[config.mk]
export PLATFORM = sky130hd
export DESIGN_NAME = disp_mux_pwm
export DESIGN_NICKNAME = d
export VERILOG_FILES = /design/src/rtl/disp_mux_pwm.sv
export SDC_FILE = /design/constraint.sdc
export NUM_CORES = 1
export LEC_CHECK = 0
export ABC_AREA = 1
export BUFFER_PORTS_ARGS = -buffer_cell sky130_fd_sc_hd__buf_4
export CAP_MARGIN = 20
export CORE_MARGIN = 2
export CORE_UTILIZATION = 55
export CTS_BUF_LIST = sky130_fd_sc_hd__clkbuf_8
export DETAILED_ROUTE_END_ITERATION = 10
export PLACE_DENSITY = 0.74
export SETUP_SLACK_MARGIN = 0.15
export SYNTH_ARGS = -nofsm -noshare
export SYNTH_HDL_FRONTEND = slang
export SYNTH_SLANG_ARGS = --single-unit
[constraint.sdc]
create_clock -name clk -period 2.2 [get_ports clk]
set_clock_uncertainty 0.05 [all_clocks]
set_input_delay 0.44 -clock clk [delete_from_list [all_inputs] [get_ports clk]]
set_output_delay 0.44 -clock clk [all_outputs]
set_load 0.05 [all_outputs]
[src/rtl/disp_mux_pwm.sv]
// ---------------------------------------------------------------------------
// disp_mux_pwm
//   Time-multiplexed N-digit seven-segment driver with integrated pattern
//   registers, global PWM brightness, per-digit blink and a display enable.
//
// Ports
//   clk        system clock
//   reset      asynchronous, active-low reset
//   ld         per-digit load strobe; ld[i] captures din into pattern i
//   din        pattern data (active-low raw segments, bit 7 = dp)
//   ld_bright  captures din[3:0] into the brightness register
//   bright_q   current brightness register value
//   blink      per-digit blink enable (level, sampled every cycle)
//   disp_en    0 blanks the whole display; counters keep running
//   an         registered anode enables, active-low
//   sseg       registered segment outputs, active-low
// ---------------------------------------------------------------------------
module disp_mux_pwm #(
  parameter int N_DIG      = 4,
  parameter int SEG_W      = 8,
  parameter int DWELL_BITS = 18,
  parameter int BLINK_BITS = 25
) (
  input  logic             clk,
  input  logic             reset,
  input  logic [N_DIG-1:0] ld,
  input  logic [SEG_W-1:0] din,
  input  logic             ld_bright,
  output logic [3:0]       bright_q,
  input  logic [N_DIG-1:0] blink,
  input  logic             disp_en,
  output logic [N_DIG-1:0] an,
  output logic [SEG_W-1:0] sseg
);

  localparam int IDX_W = $clog2(N_DIG);

  logic [SEG_W-1:0]      pat_q [N_DIG];
  logic [DWELL_BITS-1:0] dwell_q, dwell_d;
  logic [IDX_W-1:0]      dig_idx_q, dig_idx_d;
  logic [BLINK_BITS-1:0] blink_cnt_q, blink_cnt_d;
  logic [N_DIG-1:0]      an_q, an_d;
  logic [SEG_W-1:0]      sseg_q, sseg_d;

  logic [3:0] slot;
  logic       pwm_on;
  logic       blank_blink;
  logic       vis;

  // The top four dwell bits split each dwell into 16 equal PWM slots.
  assign slot        = dwell_q[DWELL_BITS-1 -: 4];
  assign pwm_on      = (slot <= bright_q);
  assign blank_blink = blink[dig_idx_q] & blink_cnt_q[BLINK_BITS-1];
  assign vis         = disp_en & pwm_on & ~blank_blink;

  // NOTE: every variable written in always_comb gets a default first, so no
  // path can leave it unassigned and infer a latch.
  always_comb begin
    dwell_d     = dwell_q + DWELL_BITS'(1);
    blink_cnt_d = blink_cnt_q + BLINK_BITS'(1);
    dig_idx_d   = dig_idx_q;
    an_d        = '1;
    sseg_d      = '1;

    // Explicit wrap keeps the index inside 0..N_DIG-1 for any digit count.
    if (dwell_q == '1) begin
      if (dig_idx_q == IDX_W'(N_DIG - 1)) dig_idx_d = '0;
      else                                dig_idx_d = dig_idx_q + IDX_W'(1);
    end

    if (vis) begin
      an_d   = ~(N_DIG'(1) << dig_idx_q);
      sseg_d = pat_q[dig_idx_q];
    end
  end

  // NOTE: sequential state is updated with non-blocking assignments so every
  // register samples the pre-edge values of the others.
  always_ff @(posedge clk or negedge reset) begin
    if (!reset) begin
      dwell_q     <= '0;
      dig_idx_q   <= '0;
      blink_cnt_q <= '0;
      an_q        <= '1;
      sseg_q      <= '1;
    end else begin
      dwell_q     <= dwell_d;
      dig_idx_q   <= dig_idx_d;
      blink_cnt_q <= blink_cnt_d;
      an_q        <= an_d;
      sseg_q      <= sseg_d;
    end
  end

  // NOTE: the pattern store is a handful of flops, not a RAM, and must come
  // up blank, so it is reset like any other register.
  always_ff @(posedge clk or negedge reset) begin
    if (!reset) begin
      for (int i = 0; i < N_DIG; i++) pat_q[i] <= '1;
      bright_q <= 4'hF;
    end else begin
      for (int i = 0; i < N_DIG; i++) begin
        if (ld[i]) pat_q[i] <= din;
      end
      if (ld_bright) bright_q <= din[3:0];
    end
  end

  assign an   = an_q;
  assign sseg = sseg_q;

endmodule

==> run metrics <==
share of post-route cells with drive strength above 1 33.0%; register share of total power 55.2%; initial antenna violation count 0; gr usage total 21.4%; Clk Tree Root Cell clkbuf_8; final setup fails 0; Synth top area share 28.0%; final core utilization 65.1%; total power 3.42 mW; flops & latches, synth 93; syn_nets 487; fmax 0.601 GHz; Setup crit start bright_q[3]; Syn Area/Cell 9.84 sq um; Vias 3103; area leader, netlist dfstp_2; row count 32; Setup Fix Bufs, Post-CTS 0; first-pass GRT wire length 14.6 mm; CP max FO 12; DIE AREA 8920 sq um; largest net degree at the start of global routing 40; # clock sinks 93; number of max-cap violations 0; r2r endpoint sseg[2]; Clock Tree Buf Depth 2; Cells after Synth 457; final wirelength 8.45 mm; CTS resizes 0; post-synthesis sequential area ratio 53.1%; largest stage delay on the critical path 0.54 ns; # DRC 0; routed length per placed instance 14.0 microns; Worst Setup EP sseg[2]; Pleak 2.33 nW; clock share of power 34.9%; fin area 5090 sq um; number of port buffers 35; starting DRC count in detailed routing 157; relative slew slack 67.2%; HPWL after detailed placement 6.19 mm; Yosys cell types 26; Slew @ Worst Pin 0.492 ns; Initial DRT Pass Iterations 4; Post-DRT Antenna Nets 0; r2r setup slk 0.54 ns; Num CTS Buffers 9; Initial Util 57.6%; Cell Pwr Density 672 nW/um^2; Die X 94.4 microns; Sw Ratio 25.4%; Crit. End Element flip-flop; period utilisation layout 75.6%; RSZ-0062 raised after global routing false; Mapped Area 4500 sq um; Final Max Tran Viols 0; RePlAce Congestion 0.812; final hold vios 0; nets 528; NetSw 0.868 mW; min-delay worst type in2reg; kind of cell adding the most delay to the critical path simple AND/OR/NAND/NOR gates; Req. time, crit path 2.42 ns; outcome completed; dpl cell area 4870 sq um; Logic pwr share 9.9%; Buf+Inv Stages, Crit Path 2; Clock Pin Slew Worst Setup and Hold Paths 0.09 ns; Int Power 2.55 mW; number of flops mapped to enable cells by yosys 0; # diodes 0; commonest register cell after synthesis dfstp_2; Die Ht 94.4 microns; post-route setup TNS 0 ns; Vias/cell 5.13; Crit. path cell count 8; CTS tree yes; crit path DAT 1.88 ns; Warnings, synthesis 0; crit path cell chain inv_1, ha_1, nand2_1, inv_1, nand2_1, nand2_1, nand2_1, nand4_1; area grow syn2layout 13.1%; most common cell in the netlist nand2_1; worst skew pair latency 0.37 ns; worst vdd ir 0.715 mV; core area 7810 sq um; H-Tree Depth 3; Post-synth top cells nand2_1 (133), dfstp_2 (48), dfrtp_1 (45); vias in the first global route 3049; grt ovf 0; RR Startpoint bright_q[3]; startpoint types flip-flop; Most common cell on crit path nand2_1; Fin Hold WS 0.233 ns; worst reg2reg path depth 8; critical path class reg2reg; post-layout min period 1.66 ns; Synth area leaders dfstp_2 (28%), dfrtp_1 (25%), nand2_1 (11%), mux2_2 (8.3%), nand3_1 (4.0%); I/O Pins 36; critical path's slowest cell dfstp_2; asr flop ratio synth 100%
[through the flow]
| step | cells | setup WS (ns) |
|---|---|---|
| 2_1_floorplan | 457 | 0.364 |
| 5_1_grt | 605 | 0.372 |
| 3_5_place_dp | 588 | 0.561 |
| 4_1_cts | 605 | 0.544 |
| 6_report | 605 | 0.536 |
| 3_3_place_gp | 588 | 0.610 |
[cells in the final DEF, fill, tap and decap left out, types with 13 or more instances in the layout]
cell type / n
buf_4: 40
dfrtp_1: 45
dfstp_2: 48
inv_1: 23
mux2_2: 33
nand2_1: 133
nand3_1: 36
nand4_1: 13
nor2_1: 36
xor2_1: 17
[per-layer routing]
metal / GRT usage, % / part of all wire, %
met3: 3.91 / 3.7
met1: 30.1 / 47
met5: 0 / 0
met4: 7.61 / 1.7
met2: 33.8 / 48
[worst min-delay path by stage]
stage	start	endpoint	cells past startpoint
after floorplan	reset	blink_cnt_q[0]	0
after global placement	reset	dig_idx_q[0]	1
after detailed placement	reset	dig_idx_q[1]	1
after CTS	ld_bright	bright_q[1]	2
after global routing	ld_bright	bright_q[1]	2
final	ld_bright	bright_q[1]	2
[registers in the layout, summed over array words and instances (netlist names)]
signal / cells
bright_q: 4
pat_q: 32
blink_cnt_q: 25
sseg: 8
an: 4
dig_idx_q: 2
dwell_q: 18
[power groups by stage]
stage	registers [mW]	logic [mW]	clock network [mW]
2_1_floorplan	1.99	0.131	0
3_3_place_gp	1.91	0.332	0
3_5_place_dp	1.92	0.340	0
4_1_cts	1.89	0.343	1.21
5_1_grt	1.90	0.371	1.28
6_report	1.89	0.339	1.19
[cells by family after synthesis]
group	Yosys count	share of synthesized area, %
AOI/OAI and AO/OA	4	0.445
xor gates and xnor gates	29	5.82
adders and majority gates	10	2.78
buffers and inverters	37	3.45
DFF	93	53.1
muxes	33	8.26
and+or+nand+nor	251	26.2
[what timing repair did]
| item | 4_1_cts | 5_1_grt |
|---|---|---|
| hold buffers | 1 | 0 |
| setup endpoints to repair | 0 | 0 |
| endpoints found under the hold margin | 5 | 0 |
[area by class of cell]
type / instances / area [sq um]
fillers: 615 / 2720
flip-flops and latches: 93 / 2390
multi-input cells: 327 / 1950
repair buffers: 41 / 310
clock buffers: 10 / 138
well taps: 102 / 128
inverters: 26 / 97.6
clock inverters: 6 / 71.3
No activity file was read; power rests on OpenSTA's default activity.
